===== src/rtl/lebug_cfg_pkg.sv =====
// Shared framing definitions for the configId/configData reconfiguration bus.
// Transmitter and receiving blocks import this package so both ends agree
// on field ordering, the idle ID and the transmitter state encoding.
package lebug_cfg_pkg;

    // Firmware fields per chain, in the order they are framed on the bus
    localparam int FIELD_OP         = 0;
    localparam int FIELD_ADDR_RD    = 1;
    localparam int FIELD_COND       = 2;
    localparam int FIELD_CACHE      = 3;
    localparam int FIELD_CACHE_ADDR = 4;
    localparam int NUM_FIELDS       = 5;

    // configId value meaning "no block addressed"; never a valid target
    localparam logic [7:0] CFG_IDLE_ID = 8'd0;

    typedef enum logic [1:0] {
        CFG_TX_IDLE   = 2'd0,
        CFG_TX_HEADER = 2'd1,
        CFG_TX_DATA   = 2'd2,
        CFG_TX_DONE   = 2'd3
    } cfg_tx_state_t;

endpackage


===== src/rtl/cfg_staging_regfile.sv =====
// Flop-based staging buffer for one block's firmware bytes.
// Built from discrete registers rather than RAM so that reset clears it.
module cfg_staging_regfile #(
    parameter int DEPTH  = 20,
    parameter int ADDR_W = 5
) (
    input  logic              clk,
    input  logic              rst_n,
    input  logic              wr_en,
    input  logic [ADDR_W-1:0] wr_addr,
    input  logic [7:0]        wr_data,
    input  logic [ADDR_W-1:0] rd_addr,
    output logic [7:0]        rd_data
);

    logic [7:0] entries [DEPTH];

    for (genvar gi = 0; gi < DEPTH; gi++) begin : g_entry
        logic [7:0] entry_reg;

        // One byte of storage; written when the address decodes to this slot
        always_ff @(posedge clk or negedge rst_n) begin
            if (!rst_n) begin
                entry_reg <= 8'h00;
            end else if (wr_en && (wr_addr == ADDR_W'(gi))) begin
                entry_reg <= wr_data;
            end
        end

        assign entries[gi] = entry_reg;
    end

    // Combinational read; addresses past the end read as zero
    assign rd_data = (32'(rd_addr) < DEPTH) ? entries[rd_addr] : 8'h00;

endmodule


===== src/rtl/firmware_config_transmitter.sv =====
// Broadcasts one block's staged firmware bytes as a framed stream on the
// configId/configData bus (header = payload length, then LEN payload bytes),
// and gates pipeline tracing while a frame is in flight.
module firmware_config_transmitter
    import lebug_cfg_pkg::*;
#(
    parameter int MAX_CHAINS = 4,
    parameter int NUM_FIELDS = lebug_cfg_pkg::NUM_FIELDS
) (
    input  logic                          clk,
    input  logic                          rst_n,
    input  logic                          fw_wr_en,
    input  logic [$clog2(NUM_FIELDS)-1:0] fw_wr_field,
    input  logic [$clog2(MAX_CHAINS)-1:0] fw_wr_chain,
    input  logic [7:0]                    fw_wr_data,
    input  logic                          start,
    input  logic [7:0]                    target_id,
    input  logic                          tracing_in,
    output logic [7:0]                    configId,
    output logic [7:0]                    configData,
    output logic                          tracing,
    output logic                          busy,
    output logic                          done,
    output logic                          err
);

    localparam int LEN    = MAX_CHAINS * NUM_FIELDS;
    localparam int ADDR_W = (LEN > 1) ? $clog2(LEN) : 1;
    localparam logic [7:0]        LEN_BYTE  = 8'(LEN);
    localparam logic [ADDR_W-1:0] LAST_ADDR = ADDR_W'(LEN - 1);

    cfg_tx_state_t     state_reg, state_next;
    logic [ADDR_W-1:0] cnt_reg, cnt_next;
    logic [7:0]        id_reg, id_next;

    logic [7:0]        config_id_reg;
    logic [7:0]        config_data_reg;
    logic              busy_reg;
    logic              done_reg;
    logic              err_reg;
    logic              tracing_reg;

    logic              field_ok;
    logic              chain_ok;
    logic              wr_ok;
    logic              wr_reject;
    logic              start_reject;
    logic              in_frame;
    logic [ADDR_W-1:0] wr_addr;
    logic [7:0]        rd_data;

    // Write qualification: only in IDLE and only for in-range field/chain.
    // Field-major addressing puts all chains of one field next to each other.
    always_comb begin
        field_ok     = (32'(fw_wr_field) < NUM_FIELDS);
        chain_ok     = (32'(fw_wr_chain) < MAX_CHAINS);
        wr_ok        = fw_wr_en && (state_reg == CFG_TX_IDLE) && field_ok && chain_ok;
        wr_reject    = fw_wr_en && !wr_ok;
        start_reject = start && (state_reg == CFG_TX_IDLE) && (target_id == CFG_IDLE_ID);
        wr_addr      = ADDR_W'(32'(fw_wr_field) * MAX_CHAINS + 32'(fw_wr_chain));
        in_frame     = (state_reg == CFG_TX_HEADER) || (state_reg == CFG_TX_DATA);
    end

    cfg_staging_regfile #(
        .DEPTH  (LEN),
        .ADDR_W (ADDR_W)
    ) u_staging (
        .clk     (clk),
        .rst_n   (rst_n),
        .wr_en   (wr_ok),
        .wr_addr (wr_addr),
        .wr_data (fw_wr_data),
        .rd_addr (cnt_reg),
        .rd_data (rd_data)
    );

    // State, byte counter and latched target ID
    always_ff @(posedge clk or negedge rst_n) begin
        if (!rst_n) begin
            state_reg <= CFG_TX_IDLE;
            cnt_reg   <= '0;
            id_reg    <= CFG_IDLE_ID;
        end else begin
            state_reg <= state_next;
            cnt_reg   <= cnt_next;
            id_reg    <= id_next;
        end
    end

    // Frame sequencing: IDLE -> HEADER -> DATA (LEN bytes) -> DONE -> IDLE
    always_comb begin
        state_next = state_reg;
        cnt_next   = cnt_reg;
        id_next    = id_reg;
        case (state_reg)
            CFG_TX_IDLE: begin
                if (start && (target_id != CFG_IDLE_ID)) begin
                    id_next    = target_id;
                    state_next = CFG_TX_HEADER;
                end
            end
            CFG_TX_HEADER: begin
                cnt_next   = '0;
                state_next = CFG_TX_DATA;
            end
            CFG_TX_DATA: begin
                cnt_next = cnt_reg + 1'b1;
                if (cnt_reg == LAST_ADDR) begin
                    state_next = CFG_TX_DONE;
                end
            end
            CFG_TX_DONE: begin
                state_next = CFG_TX_IDLE;
            end
            default: begin
                state_next = CFG_TX_IDLE;
            end
        endcase
    end

    // Registered bus and status outputs; the bus is forced to 0 outside a frame
    always_ff @(posedge clk or negedge rst_n) begin
        if (!rst_n) begin
            config_id_reg   <= CFG_IDLE_ID;
            config_data_reg <= 8'h00;
            busy_reg        <= 1'b0;
            done_reg        <= 1'b0;
            err_reg         <= 1'b0;
            tracing_reg     <= 1'b0;
        end else begin
            config_id_reg   <= in_frame ? id_reg : CFG_IDLE_ID;
            config_data_reg <= (state_reg == CFG_TX_HEADER) ? LEN_BYTE :
                               (state_reg == CFG_TX_DATA)   ? rd_data  : 8'h00;
            busy_reg        <= in_frame;
            done_reg        <= (state_reg == CFG_TX_DONE);
            err_reg         <= wr_reject || start_reject;
            tracing_reg     <= tracing_in && !busy_reg && !done_reg;
        end
    end

    assign configId   = config_id_reg;
    assign configData = config_data_reg;
    assign busy       = busy_reg;
    assign done       = done_reg;
    assign err        = err_reg;
    assign tracing    = tracing_reg;

endmodule


===== config.mk =====
export PLATFORM = sky130hd
export DESIGN_NAME = firmware_config_transmitter
export DESIGN_NICKNAME = d
export VERILOG_FILES = /design/src/rtl/lebug_cfg_pkg.sv /design/src/rtl/cfg_staging_regfile.sv /design/src/rtl/firmware_config_transmitter.sv
export SDC_FILE = /design/constraint.sdc
export NUM_CORES = 1
export LEC_CHECK = 0
export ABC_AREA = 1
export CAP_MARGIN = 20
export CORE_MARGIN = 2
export CORE_UTILIZATION = 30
export DETAILED_ROUTE_END_ITERATION = 10
export HOLD_SLACK_MARGIN = 0.15
export PLACE_DENSITY = 0.53
export SLEW_MARGIN = 0
export SYNTH_ARGS = -nofsm -noshare
export SYNTH_HDL_FRONTEND = slang
export SYNTH_SLANG_ARGS = --single-unit
export TNS_END_PERCENT = 30

===== constraint.sdc =====
create_clock -name clk -period 2.3 [get_ports clk]
set_input_delay 0.69 -clock clk [delete_from_list [all_inputs] [get_ports clk]]
set_output_delay 0.69 -clock clk [all_outputs]
set_load 0.005 [all_outputs]

== Word-level counts from Yosys, hierarchy flattened ==
Cells that the tools add are included.

* Eq/ne operators: 25
* Magnitude comparators: 3
* Bitwise operators: 1
* Reduce and logical (&&, ||, !) cells: 40
* Multiplexer cells: 11
* Add/subtract/negate cells: 2

{| class="wikitable"
|+ Operator list
! operator !! count
|-
| $mux 8 || 6
|-
| $bmux 8 s5 || 1
|-
| $eq 5x4->1 const B || 8
|-
| $logic_and 1x1->1 || 28
|-
| $eq 5x5->1 const B || 5
|-
| $eq 5x3->1 const B || 4
|-
| $eq 5x2->1 const B || 2
|-
| $pmux 5 s2 || 1
|-
| $logic_not 8->1 || 1
|-
| $pmux 2 s4 || 1
|-
| $reduce_bool 8->1 || 1
|-
| $ge 6x6->1 const B || 1
|-
| $not 5->6 || 1
|-
| $add 5x1->5 const B || 1
|-
| $add 5x2->5 || 1
|-
| $eq 5x1->1 const B || 1
|-
| $logic_not 5->1 || 1
|-
| $lt 5x5->1 const B || 1
|-
| $eq 2x2->1 const B || 2
|-
| $mux 2 || 2
|-
| $ne 2x1->1 const B || 2
|-
| $reduce_and 2->1 || 2
|-
| $logic_not 1->1 || 3
|-
| $lt 3x3->1 const B || 1
|-
| 4 further kinds || 5
|}

* Bits in registers: 195
* Input bits: 26
* Output and inout bits: 20

== Logic depth before layout (Yosys ltp) ==
Gate-level depths: netlist (run 1).

* Word-level depth: 7
* Gate-level depth with buffers: 12
* Mapped depth without buffers: 10

== By module ==
Synthesis (run 1) repeated with hierarchy kept, for this count alone.

* Cell total of the unflattened synthesis: 1,203
* Area total of the unflattened synthesis: 9,216.3 um^2

{| class="wikitable"
|+ Modules (own cells, without submodules)
! module !! sequential area each (um^2) !! area each (um^2) !! times used !! cells an instance
|-
| cfg_staging_regfile || 4,003.8 || 7,741.2 || 1 || 1,050
|-
| firmware_config_transmitter || 875.8 || 1,475.2 || 1 || 153
|}

== Least setup slack after synthesis (run 1) ==
OpenSTA, ideal clock, no wires.

* Kind: in2reg
* From: input port fw_wr_field[0]
* To: register u_staging.g_entry[10].entry_reg[5]
* Stages: 9
* Buffers on the path: 1
* Setup time: 0.129 ns
* Data arrival time: 1.774 ns
* Setup slack: 0.398 ns
* Cells stage by stage: inv_2 > nand2_4 > a21oi_4 > nand2_2 > nor2_4 > nand2_2 > buf_4 > nand2_1 > o21ai_2

* Cells in the longest elaborated chain, start to end: 3
* Elaborated cells on any way between the ends: 5
* Classes of those cells: add/sub: 1; order compare: 1; eq/ne: 1; reduce/logical: 2

{| class="wikitable"
|+ Ends and longest elaborated chain
! item !! line !! text
|-
| from (decl) || firmware_config_transmitter.sv:13 || <nowiki>input logic [$clog2(NUM_FIELDS)-1:0] fw_wr_field,</nowiki>
|-
| $add 5x2->5 / $lt 3x3->1 (equally long branches) || firmware_config_transmitter.sv:60, firmware_config_transmitter.sv:55 ||
|-
| $eq 5x4->1 / $logic_and 1x1->1 (equally long branches) || cfg_staging_regfile.sv:25, firmware_config_transmitter.sv:57 ||
|-
| $logic_and 1x1->1 (*) || cfg_staging_regfile.sv:25 || <nowiki>end else if (wr_en && (wr_addr == ADDR_W'(gi))) begin</nowiki>
|-
| to (signal assigned) || cfg_staging_regfile.sv:26 || <nowiki>entry_reg <= wr_data;</nowiki>
|-
| to (decl) || cfg_staging_regfile.sv:19 || <nowiki>logic [7:0] entry_reg;</nowiki>
|}

Mark *: on every way between the ends. The rest lies on a longest branch, timed or not.
A chain may end at the register's enable or synchronous reset.

== Worst setup path in the final report (run 1) ==
* From: register state_reg[0]
* To: register u_staging.g_entry[10].entry_reg[5]

* Cells in the longest elaborated chain, start to end: 4

{| class="wikitable"
|+ Ends and longest elaborated chain
! item !! line !! text
|-
| from (decl) || firmware_config_transmitter.sv:32 || <nowiki>cfg_tx_state_t state_reg, state_next;</nowiki>
|-
| from (signal assigned) || firmware_config_transmitter.sv:84 || <nowiki>state_reg <= state_next;</nowiki>
|-
| $logic_not 2->1 || firmware_config_transmitter.sv:57 || <nowiki>wr_ok = fw_wr_en && (state_reg == CFG_TX_IDLE) && field_ok && chain_ok;</nowiki>
|-
| $logic_and 1x1->1 (2 in a row) || firmware_config_transmitter.sv:57 ||
|-
| $logic_and 1x1->1 || cfg_staging_regfile.sv:25 ||
|}

No other way between the ends.

==> metrics.yaml, run 1 <==
status: "completed"
synth_fp_nets: 1143
clk_pin_slew_ns: 0.07
dieArea_um2: 31300
slew_headroom: 0.587
leakagePower_nw: 5.10
drt.antenna.violating_nets: 0
yosysUniqueCellTypes: 27
wl_met3_um: 982
root_buffer: "clkbuf_16"
grt_pass1_wl_mm: 39.7
viasPerCell: 4.69
die-height_um: 177
grt_pass1_vias: 7048
fin_skew_ns: 0.0129
clockBufferDepth: 2
fin_crit_sh: 0.882
final_common_cell: "nand2_1"
reg2reg_to: "u_staging.g_entry[10].entry_reg[5]"
largest_reg_flops: 160
antennaDiodeCount: 0
gp_congestion: 0.782
grt_use_total: 0.165
start_util: 0.303
clock_sinks: 195
worstSetupStartpoint: "state_reg[0]"
combPwrFrac: 0.303
multi_input_area_um2: 3490
rsz0062_at_grt: "false"
syn_inst: 1111
grt_max_degree: 58
maxCapViolations: 0
sequentialPowerShare: 0.429
syn_area_per_cell_um2: 8.07
via_count: 7342
end_kind: "flip-flop"
drive_gt1_frac: 0.0988
wl_per_cell_um: 15.5
rows: 63
dp.cells: 1533
fin_util: 0.363
critical_path_required_ns: 2.60
cts_tree: "built"
pwr-share-clk: 0.268
dr.pass1.iters: 5
yosysSeqAreaShare: 0.544
whs_ns: 0.225
cts_resized: 0
wirelength_mm: 24.2
reg2regPathDepth: 9
fin_nets: 1194
overflow: 0
dr.first_iter.drc_count: 667
top_layer: "met4"
peakVddDrop_v: 0.000516
final_cell_mix: "321 x nand2_1, 193 x dfrtp_1, 128 x o21ai_0"
powerDensity_nw_per_um2: 1020
final_max_slew_viol_count: 0
rr_startpoint: "state_reg[0]"
fillCellCount: 3085
max_freq_ghz: 0.493
yosys_warnings: 0
critPathArrivalTime_ns: 2.33
antenna_found_initial: 0
area_growth_syn_to_layout_pct: 19.8
ys_seq_elements: 195
clk_latency_ns: 0.44
syn-cell-area_um2: 8970
core_region_area_um2: 29600
port_buffers: 45
internal_power_mw: 7.03
hpwl_mm: 16.0
fin_cells: 1564
hold_class: "input port to asynchronous set/reset pin"
htreeDepth: 4
timing_worst_setup_path_type: "flip-flop to flip-flop"
cts_setup_buffers: 0
setup-violations-final: 0
netSwitchingFraction: 0.357
critPathLaunchType: "flip-flop"
period_needed_ns: 2.03
rrSetupSlack_ns: 0.27
final-seq-area_um2: 4880
p_sw_mw: 3.91
hold_viol: 0
drcViolationCount: 0
worst-slew-pin-transition_ns: 0.618
cts_buffers: 17
ios: 46
wl_met1_mm: 12.0
hold_buffers: 0
cp_max_fo: 16
wl_met2_mm: 10.9
die_w_um: 177
[cell type report]
cell class                 instances  area share
sequential                       195       0.454
inverter                          93      0.0325
clock inverter                    13      0.0133
tap                              390      0.0454
multi-input combinational        764       0.325
clock buffer                      18      0.0399
timing repair buffer              91      0.0896
[cells in the mapped netlist]
| cell type | n | area (um^2) |
|---|---|---|
| nor3_1 | 2 | 10.0 |
| nor3_4 | 3 | 48.8 |
| nor4_4 | 1 | 21.3 |
| or2_2 | 1 | 6.26 |
| nand4_1 | 6 | 37.5 |
| nand2_1 | 321 | 1200 |
| nand3_1 | 46 | 230 |
| nor3b_1 | 2 | 15.0 |
| a21oi_4 | 1 | 16.3 |
| o21ai_2 | 8 | 70.1 |
| nand2_4 | 1 | 11.3 |
| inv_1 | 89 | 334 |
| clkbuf_1 | 33 | 124 |
| o21ai_0 | 128 | 641 |
| xor2_1 | 1 | 8.76 |
| o21ai_1 | 89 | 445 |
| nor2_4 | 3 | 33.8 |
| nand2_2 | 14 | 87.6 |
| a21oi_1 | 27 | 135 |
| nor4_1 | 1 | 6.26 |
| buf_1 | 5 | 18.8 |
| dfrtp_1 | 195 | 4880 |
| inv_2 | 4 | 15.0 |
| ha_1 | 6 | 75.1 |
| buf_2 | 20 | 100 |
| buf_4 | 1 | 7.51 |
| nor2_1 | 103 | 387 |
[per-layer routing]
layer / up-vias / global-route usage
met5: - / 0
li1: 3641 / -
met1: 3543 / 0.240
met2: 140 / 0.254
met4: 0 / 0.0406
met3: 18 / 0.0266
[power groups by stage]
stage               logic (mW)  clock network, mW  registers, mW
CTS                       3.35               3.01           4.69
floorplan                 2.14                  0           4.60
finish                    3.32               2.93           4.69
detailed placement        3.33                  0           4.75
global placement          3.29                  0           4.74
global route              3.82               3.15           4.80
[through the flow]
stage	power (mW)	setup TNS, ns	worst slack, ns	cell area, um^2
finish	10.9	0	0.271	10700
global route	11.8	0	0.0920	10700
CTS	11.1	0	0.261	10700
detailed placement	8.08	-6.64	-0.138	10200
global placement	8.03	-4.60	-0.115	10200
floorplan	6.75	0	0.398	8970
[cell families (layout without fill, tap and decap cells)]
| kind of cell | Yosys count | after routing | synth area share |
|---|---|---|---|
| flip-flops | 195 | 195 | 0.544 |
| AND/OR/NAND/NOR | 504 | 504 | 0.234 |
| XOR/XNOR | 1 | 1 | 0.000977 |
| buffers and inverters | 152 | 215 | 0.0668 |
| adder cells (fa/ha/maj) | 6 | 6 | 0.00837 |
| AO/OA/AOI/OAI | 253 | 253 | 0.146 |
[worst max-delay path, cell delays in order, from the launching register on]
cell and delay, ns:
dfrtp_1 0.42, inv_1 0.12, ha_1 0.22, nand2_1 0.13, a21oi_4 0.16, nand2_2 0.13
nor2_4 0.22, nand2_2 0.28, nand2_1 0.15, o21ai_2 0.06
[worst max path at each step]
stage	to	slack (ns)	cells past startpoint
detailed placement	u_staging.g_entry[10].entry_reg[0]	-0.14	7
finish	u_staging.g_entry[10].entry_reg[5]	0.27	9
CTS	u_staging.g_entry[10].entry_reg[5]	0.26	9
global placement	u_staging.g_entry[10].entry_reg[2]	-0.12	7
floorplan	u_staging.g_entry[10].entry_reg[5]	0.40	9
global route	u_staging.g_entry[4].entry_reg[3]	0.09	9
Note: power is estimated with default switching activity, not from simulation.
==> run 2, diff against run 1 <==
- CORE_UTILIZATION: 30 -> 46
- GPL_TIMING_DRIVEN: default -> 0
- PLACE_DENSITY: 0.53 -> 0.71
- SKIP_LAST_GASP: default -> 1
==> run 2 against run 1 <==
Compared with the run above: hold slack improved by 0.041 ns; flip-flop and latch count unchanged; utilization increased by 18 points; via count rose by 5.6%; sequential share of layout area up 1.2 points; clock power shrank 2%; critical path type unchanged; highest routed layer unchanged.
==> metrics.yaml, run 2 (synthesized netlist as in run 1, its figures left out) <==
die_w_um: 144
rr_startpoint: "cnt_reg[0]"
crit_chain: "buf_2 -> clkbuf_1 -> o21ai_0 -> o21ai_0 -> nand2_1 -> nand2_1 -> nor2_1 -> nor2_1"
worstSetupStartpoint: "cnt_reg[0]"
setup-violations-final: 0
slew_headroom: 0.369
final_cell_mix: "320 x nand2_1, 195 x dfrtp_1, 127 x o21ai_0"
timing_worst_setup_path_type: "flip-flop to flip-flop"
drive_gt1_frac: 0.0917
overflow: 0
grt_pass1_wl_mm: 39.3
dr.pass1.iters: 5
maxCapViolations: 0
fin_crit_sh: 0.972
rrSetupSlack_ns: 0.06
powerDensity_nw_per_um2: 1050
dr.first_iter.drc_count: 832
clk_pin_slew_ns: 0.07
rows: 51
wirelength_mm: 24.9
start_util: 0.465
grt_pass1_vias: 7289
die-height_um: 144
viasPerCell: 5.29
cts_buffers: 17
setup_ws_ns: 0.0638
critPathArrivalTime_ns: 2.58
ios: 46
clockBufferDepth: 2
crit_cells: 8
port_buffers: 45
hold_buffers: 0
cts_tree: "built"
status: "completed"
sequentialPowerShare: 0.423
fin_setup_tns_ns: 0
period_needed_ns: 2.24
drcViolationCount: 0
area_growth_syn_to_layout_pct: 16.6
hpwl_mm: 17.5
antenna_found_initial: 0
internal_power_mw: 6.99
cp_num_buf_inv: 2
cp_slowest_stage_delay_ns: 0.52
whs_ns: 0.266
hold_class: "input port to asynchronous set/reset pin"
peakVddDrop_v: 0.000544
core_region_area_um2: 19300
pwr-share-clk: 0.262
clk_latency_ns: 0.45
hold_viol: 0
critical_path_required_ns: 2.64
largest_reg_flops: 160
dieArea_um2: 20600
wl_per_cell_um: 17.0
cp_max_fo: 10
critPathLaunchType: "flip-flop"
final_max_slew_viol_count: 0
dp.cells: 1422
grt_use_total: 0.254
via_count: 7751
grt_max_degree: 122
netSwitchingFraction: 0.362
antennaDiodeCount: 0
fin_skew_ns: 0.0145
rsz0062_at_grt: "true"
leakagePower_nw: 5.04
reg2regPathDepth: 8
max_freq_ghz: 0.447
fin_nets: 1220
htreeDepth: 4
root_buffer: "clkbuf_16"
worst-slew-pin-transition_ns: 0.946
end_kind: "flip-flop"
reg2reg_to: "configData[6]"
clock_sinks: 195
slowest_stage: "clkbuf_1"
gp_congestion: 0.985
fin_cells: 1465
fin_util: 0.543
crit_family: "buffers and inverters"
p_sw_mw: 3.97
final_common_cell: "nand2_1"
combPwrFrac: 0.314
drt.antenna.violating_nets: 0
pre_cts_ws_ns: -0.502
run 2: metal layers:
metal  GRT usage  wire length (um)  vias up
met2       0.387             11300      297
li1            -                 -     3702
met3      0.0467              1820       53
met5           0                 0        -
met4       0.136              1000        0
met1       0.346             10800     3699
run 2: per-stage QoR:
| stage | power, mW | instance area (um^2) |
|---|---|---|
| detailed placement | 8.02 | 9780 |
| global route | 11.7 | 10500 |
| finish | 11.0 | 10500 |
| CTS | 10.9 | 10400 |
| floorplan | 6.75 | 8970 |
| global placement | 7.96 | 9750 |
run 2: worst max path at each step:
| stage | to |
|---|---|
| final | configData[6] |
| after global placement | u_staging.g_entry[13].entry_reg[6] |
| after CTS | configData[7] |
| after floorplan | u_staging.g_entry[10].entry_reg[5] |
| after detailed placement | u_staging.g_entry[5].entry_reg[6] |
| after global routing | configData[7] |
run 2: power groups by stage:
stage / Combinational (mW) / Sequential, mW / Clock [mW]
2_1_floorplan: 2.14 / 4.60 / 0
6_report: 3.45 / 4.64 / 2.88
5_1_grt: 3.89 / 4.73 / 3.05
3_5_place_dp: 3.34 / 4.68 / 0
3_3_place_gp: 3.29 / 4.67 / 0
4_1_cts: 3.38 / 4.63 / 2.90
run 2: cell type report:
cell class                 instances  area [um^2]
fill                            1818         8810
sequential                       195         4880
multi-input combinational        764         3500
timing repair buffer              58          573
clock buffer                      21          460
inverter                          93          349
tap                              265          332
buffer                            59          263
clock inverter                    10          100
run 2: what timing repair did:
action / CTS / global route
pin swaps: 0 / 4
resized for setup: 2 / 17
setup buffers: 3 / 9
endpoints found under the setup margin: 105 / 154
endpoints found under the hold margin: 0 / 0
